[config.mk]
export PLATFORM = sky130hd
export DESIGN_NAME = upsample_nn_line_buffer
export DESIGN_NICKNAME = d
export VERILOG_FILES = /design/src/rtl/upsample_pkg.sv /design/src/rtl/upsample_bank_ram.sv /design/src/rtl/upsample_nn_line_buffer.sv
export SDC_FILE = /design/constraint.sdc
export NUM_CORES = 2
export LEC_CHECK = 0
export CAP_MARGIN = 10
export CORE_MARGIN = 5
export CORE_UTILIZATION = 45
export DETAILED_ROUTE_END_ITERATION = 6
export PLACE_DENSITY = 0.6
export SYNTH_ARGS = -nofsm -noshare
export SYNTH_HDL_FRONTEND = slang
export SYNTH_SLANG_ARGS = --single-unit
[constraint.sdc]
create_clock -name clk -period 7.4 [get_ports clk]
set_input_delay 1.48 -clock clk [delete_from_list [all_inputs] [get_ports clk]]
set_output_delay 1.48 -clock clk [all_outputs]
set_load 0.05 [all_outputs]
[src/rtl/upsample_pkg.sv]
// rtl/upsample_pkg.sv - shared types and width helper for the nearest-neighbour up-sampler
package upsample_pkg;

  localparam int DATA_W_DEF = 16;
  localparam int LANES_DEF  = 1;

  typedef logic [LANES_DEF*DATA_W_DEF-1:0] pixel_t;
  typedef logic bank_sel_t;

  // Width of a counter holding 0..n-1, never narrower than one bit
  function automatic int clog2_min1(input int n);
    return (n <= 2) ? 1 : $clog2(n);
  endfunction

endpackage

[src/rtl/upsample_bank_ram.sv]
// rtl/upsample_bank_ram.sv - two-bank row store, one write port and one registered read port
module upsample_bank_ram #(
  parameter int WIDTH  = 16,
  parameter int ADDR_W = 7
) (
  input  logic              clk,
  input  logic              wr_en,
  input  logic [ADDR_W-1:0] wr_addr,
  input  logic [WIDTH-1:0]  wr_data,
  input  logic              rd_en,
  input  logic [ADDR_W-1:0] rd_addr,
  output logic [WIDTH-1:0]  rd_data
);

  // The bank bit is the address MSB, so a non-power-of-two row leaves unused words
  logic [WIDTH-1:0] mem [0:(1<<ADDR_W)-1];

  always_ff @(posedge clk) begin
    if (wr_en) mem[wr_addr] <= wr_data;
    if (rd_en) rd_data <= mem[rd_addr];
  end

endmodule

[src/rtl/upsample_nn_line_buffer.sv]
// rtl/upsample_nn_line_buffer.sv - streaming nearest-neighbour up-sampler over ping-pong row banks
module upsample_nn_line_buffer
  import upsample_pkg::*;
#(
  parameter int DATA_W = 16,
  parameter int LANES  = 1,
  parameter int IN_W   = 64,
  parameter int IN_H   = 64,
  parameter int SCALE  = 2
) (
  input  logic                    clk,
  input  logic                    rst_n,
  input  logic                    flush,
  input  logic                    in_valid,
  output logic                    in_ready,
  input  logic [LANES*DATA_W-1:0] in_data,
  output logic                    out_valid,
  input  logic                    out_ready,
  output logic [LANES*DATA_W-1:0] out_data,
  output logic                    out_last_col,
  output logic                    out_last_frame,
  output logic                    busy
);

  localparam int PIX_W  = LANES * DATA_W;
  localparam int COL_W  = clog2_min1(IN_W);
  localparam int ADDR_W = $clog2(IN_W) + 1;
  localparam int ROW_W  = clog2_min1(IN_H);
  localparam int REP_W  = clog2_min1(SCALE);
  localparam int OROW_W = clog2_min1(IN_H * SCALE);

  localparam logic [COL_W-1:0]  COL_LAST  = COL_W'(IN_W - 1);
  localparam logic [ROW_W-1:0]  ROW_LAST  = ROW_W'(IN_H - 1);
  localparam logic [REP_W-1:0]  REP_LAST  = REP_W'(SCALE - 1);
  localparam logic [OROW_W-1:0] OROW_LAST = OROW_W'(IN_H * SCALE - 1);

  logic              ready_en;
  logic [1:0]        full;
  bank_sel_t         wr_bank;
  bank_sel_t         rd_bank;
  logic [COL_W-1:0]  wr_col;
  logic [ROW_W-1:0]  in_row;

  logic [REP_W-1:0]  hx;
  logic [COL_W-1:0]  src_col;
  logic [REP_W-1:0]  vy;
  logic [OROW_W-1:0] out_row;

  logic              s1_valid;
  logic              s1_last_col;
  logic              s1_last_frame;
  logic [PIX_W-1:0]  rd_data;

  logic accept;
  logic wr_row_done;
  logic adv;
  logic issue;
  logic hx_last;
  logic col_last;
  logic vy_last;
  logic orow_last;
  logic rd_free;

  // ready_en keeps in_ready low until the first edge after reset or flush
  assign in_ready    = ready_en & ~full[wr_bank];
  assign accept      = in_valid & in_ready;
  assign wr_row_done = accept & (wr_col == COL_LAST);

  assign adv       = ~out_valid | out_ready;
  assign issue     = adv & full[rd_bank];
  assign hx_last   = (hx == REP_LAST);
  assign col_last  = (src_col == COL_LAST);
  assign vy_last   = (vy == REP_LAST);
  assign orow_last = (out_row == OROW_LAST);
  assign rd_free   = issue & hx_last & col_last & vy_last;

  assign busy = full[0] | full[1] | out_valid;

  always_ff @(posedge clk or negedge rst_n) begin
    if (!rst_n) begin
      ready_en <= 1'b0;
      wr_col   <= '0;
      in_row   <= '0;
      wr_bank  <= 1'b0;
    end else if (flush) begin
      ready_en <= 1'b0;
      wr_col   <= '0;
      in_row   <= '0;
      wr_bank  <= 1'b0;
    end else begin
      ready_en <= 1'b1;
      if (accept) begin
        if (wr_row_done) begin
          wr_col  <= '0;
          wr_bank <= ~wr_bank;
          in_row  <= (in_row == ROW_LAST) ? '0 : in_row + 1'b1;
        end else begin
          wr_col <= wr_col + 1'b1;
        end
      end
    end
  end

  // Write and read always target opposite banks, so set and free never collide
  always_ff @(posedge clk or negedge rst_n) begin
    if (!rst_n) begin
      full <= 2'b00;
    end else if (flush) begin
      full <= 2'b00;
    end else begin
      if (wr_row_done) full[wr_bank] <= 1'b1;
      if (rd_free)     full[rd_bank] <= 1'b0;
    end
  end

  always_ff @(posedge clk or negedge rst_n) begin
    if (!rst_n) begin
      hx      <= '0;
      src_col <= '0;
      vy      <= '0;
      out_row <= '0;
      rd_bank <= 1'b0;
    end else if (flush) begin
      hx      <= '0;
      src_col <= '0;
      vy      <= '0;
      out_row <= '0;
      rd_bank <= 1'b0;
    end else if (issue) begin
      if (hx_last) begin
        hx <= '0;
        if (col_last) begin
          src_col <= '0;
          out_row <= orow_last ? '0 : out_row + 1'b1;
          if (vy_last) begin
            vy      <= '0;
            rd_bank <= ~rd_bank;
          end else begin
            vy <= vy + 1'b1;
          end
        end else begin
          src_col <= src_col + 1'b1;
        end
      end else begin
        hx <= hx + 1'b1;
      end
    end
  end

  // Address stage and output register advance together, so a stall freezes the whole pipe
  always_ff @(posedge clk or negedge rst_n) begin
    if (!rst_n) begin
      s1_valid       <= 1'b0;
      s1_last_col    <= 1'b0;
      s1_last_frame  <= 1'b0;
      out_valid      <= 1'b0;
      out_data       <= '0;
      out_last_col   <= 1'b0;
      out_last_frame <= 1'b0;
    end else if (flush) begin
      s1_valid       <= 1'b0;
      s1_last_col    <= 1'b0;
      s1_last_frame  <= 1'b0;
      out_valid      <= 1'b0;
      out_data       <= '0;
      out_last_col   <= 1'b0;
      out_last_frame <= 1'b0;
    end else if (adv) begin
      s1_valid       <= issue;
      s1_last_col    <= issue & hx_last & col_last;
      s1_last_frame  <= issue & hx_last & col_last & orow_last;
      out_valid      <= s1_valid;
      out_last_col   <= s1_last_col;
      out_last_frame <= s1_last_frame;
      if (s1_valid) out_data <= rd_data;
    end
  end

  upsample_bank_ram #(
    .WIDTH  (PIX_W),
    .ADDR_W (ADDR_W)
  ) u_bank_ram (
    .clk     (clk),
    .wr_en   (accept & ~flush),
    .wr_addr ({wr_bank, wr_col}),
    .wr_data (in_data),
    .rd_en   (issue & ~flush),
    .rd_addr ({rd_bank, src_col}),
    .rd_data (rd_data)
  );

endmodule

==> metrics.yaml <==
layout:
  fin_area_sq_um: 91900
  multiInputGateArea_sq_um: 17300
  layout_common_cells: "edfxtp_1, mux4_2, mux2i_1"
  drive_above_1_share_pct: 22.3
  nNetsFinal: 4142
  seqCellArea_sq_um: 63200
  final_common_cell: "edfxtp_1"
  filler_cell_count: 14300
  area_growth_syn_to_layout_pct: 12.5
worst_setup_path:
  critPathKind: "reg -> out"
  rr_endpoint: "u_bank_ram.rd_data[4]"
  critPathCaptureType: "output port"
  required_ns: 5.92
  crit_family: "buffers and inverters"
  path_depth: 3
  setup.worst_path.start: "wr_bank"
  r2r_start: "src_col[2]"
  rr_worst_depth: 7
  crit_fanout: 11
  cp-start-kind: "flip-flop"
  worst-r2r-setup-slack_ns: 3.10
  critPathCapture: "in_ready"
  critical-path-slowest-cell: "clkdlybuf4s50_1"
  critPathBufInv: 1
  critical_path.cell_chain: "mux2i_1, and2_1, clkdlybuf4s50_1"
  slowest_delay_ns: 0.83
  crit_arrival_ns: 2.87
power_and_ir_drop:
  p_int_w: 0.0189
  p_comb_share_pct: 1.1
  leakage_nw: 27.7
  irDropWorstVdd_mv: 0.201
  p_switching_w: 0.00473
  swShare_pct: 20.0
  seqPwrFrac_pct: 55.6
  cellPowerDensity_nw_per_um2: 257
  pwr-share-clk_pct: 43.3
synth:
  synth_nets: 3939
  yosysWarnings: 0
  synth-main-ff-cell: "edfxtp_1"
  synthDistinctLibCells: 60
  ys_seq_area_share_pct: 77.3
  synth_edf_count: 2064
  syn_avg_cell_area_sq_um: 20.9
  synth_area_sq_um: 81700
  synthArstFlopShare_pct: 2.27
  synth_seq_cells: 2112
  syn_inst: 3915
detailed_routing:
  post_drt_wl_per_cell_um: 32.7
  drc: 0
  drtIter0Drc: 5108
  ant_nets: 0
  finalWirelength_um: 218000
  num_vias: 41000
  dr.pass1.iters: 6
  drt-vias-per-instance: 6.15
clocking:
  htree_num_levels: 4
  clk_latency_ns: 0.86
  post_cts_buffers: 0
  clk_pin_slew_ns: 0.06
  numCtsBuffers: 209
  clock-sinks: 2112
  clockRootBuffer: "clkbuf_16"
  clockBufferDepth: 3
  hold_buffers: 0
  cts_tree: "built"
  cts_resized: 0
timing:
  fin_crit_ns: 4.35
  fmax_mhz: 230
  slew-limit-headroom_pct: 16.2
  skew_ns: 0.0439
  drv_slew: 0
  tightest_slew_ns: 1.25
  setup_tns_ns: 0
  setup_viol: 0
  period_share_pct: 58.8
  rsz0062_at_grt: "false"
  finalHoldViolations: 0
die:
  design.portCount: 42
  row_count: 156
  die_w_um: 436
  die_y_um: 436
  start_util_pct: 45.2
  die_area_sq_um: 190000
  core_sq_um: 181000
global_routing:
  grt_max_degree: 102
  grt_pass1_vias: 39700
  grt_pass1_wl_um: 308000
  grtUsageTotal_pct: 22.7
  antenna_found_initial: 4
  overflow: 0
worst_hold_path:
  holdCritPathClass: "reg -> reg"
placed_design:
  place_congestion: 0.870
  port_buffers: 41
  hpwl_um: 129000
  postPlaceCellArea_sq_um: 85300
flow_run:
  cap_viol_max_count: 0
status:
  outcome: "completed"
==> through the flow <==
stage               cells  power (W)  hold slack (ns)  utilization [%]  setup slack [ns]
floorplan            3915     0.0134            0.443                -              3.85
global placement     6274     0.0136            0.447             47.2              2.72
detailed placement   6276     0.0137            0.450             47.2              2.78
CTS                  6663     0.0238            0.460             50.8              3.00
global route         6664     0.0243            0.475             50.8              2.93
finish               6667     0.0236            0.463             50.8              3.05
==> registers in the layout, indices dropped and copies added, names as in the netlist, 2 cells and up <==
| signal | count |
|---|---|
| u_bank_ram.mem | 2048 |
| out_data | 16 |
| src_col | 6 |
| u_bank_ram.rd_data | 16 |
| full | 2 |
| wr_col | 6 |
| out_row | 7 |
==> cell type report <==
| type | count | share of cell area (%) |
|---|---|---|
| Antenna cell | 3 | 0.00817 |
| Clock buffer | 261 | 5.96 |
| Clock inverter | 126 | 1.19 |
| Inverter | 5 | 0.0231 |
| Multi-Input combinational cell | 1568 | 18.8 |
| Sequential cell | 2112 | 68.8 |
| Tap cell | 2370 | 3.23 |
| Timing Repair Buffer | 222 | 2.01 |
==> power by group through the flow <==
stage / Combinational (W) / Clock (W) / Sequential, W
floorplan: 0.0000205 / 0 / 0.0134
finish: 0.000271 / 0.0102 / 0.0131
CTS: 0.000275 / 0.0104 / 0.0131
global placement: 0.000265 / 0 / 0.0134
global route: 0.000288 / 0.0109 / 0.0131
detailed placement: 0.000276 / 0 / 0.0134
==> metal layers <==
metal	routed length [um]	GRT usage, %	vias up
met5	7	0	-
met4	7490	7.63	2
met3	18200	4.45	348
met2	99400	33.7	1906
met1	93000	33.9	22000
li1	-	-	16700
==> worst min path at each step <==
stage / startpoint / endpoint / slack (ns) / cells after the start
floorplan: u_bank_ram.rd_data[0] / out_data[0] / 0.44 / 1
global placement: u_bank_ram.rd_data[8] / out_data[8] / 0.45 / 1
detailed placement: u_bank_ram.rd_data[7] / out_data[7] / 0.45 / 1
CTS: u_bank_ram.rd_data[5] / out_data[5] / 0.46 / 1
global route: u_bank_ram.rd_data[2] / out_data[2] / 0.47 / 1
finish: u_bank_ram.rd_data[7] / out_data[7] / 0.46 / 1
==> Yosys cell counts, types with 7 or more instances <==
master	instances	area (sq um)
a21oi_1	94	470
a221oi_1	10	87.6
o221ai_1	23	201
buf_2	64	320
nor2_1	190	713
o211ai_1	8	60.1
a211oi_1	9	67.6
clkbuf_1	80	300
a2111oi_0	13	114
xor2_1	7	61.3
a32oi_1	17	149
mux4_2	414	9320
nand3_1	33	165
mux2i_1	275	2750
nor3_1	19	95.1
edfxtp_1	2064	62000
buf_6	23	259
a31oi_1	32	200
buf_4	54	405
nor2b_1	20	125
buf_1	7	26.3
o22ai_1	32	200
or3_1	8	50.1
a22o_1	37	324
dfrtp_1	48	1200
xnor2_1	8	70.1
a221o_1	9	90.1
a22oi_1	50	375
and2_1	8	50.1
o21ai_0	47	235
nand2_1	123	462
mux2_2	21	236
==> cells by family (layout without fill, tap and decap cells) <==
kind of cell / Yosys count / after routing / synth area share [%]
buffers and inverters: 235 / 614 / 1.67
AND/OR/NAND/NOR: 425 / 425 / 2.23
XOR/XNOR: 15 / 15 / 0.161
multiplexers: 710 / 710 / 15.1
flip-flops: 2112 / 2112 / 77.3
adder cells (fa/ha/maj): 3 / 3 / 0.0459
AO/OA/AOI/OAI: 415 / 415 / 3.51
other: 0 / 3 / 0
No activity file was read; power rests on OpenSTA's default activity.
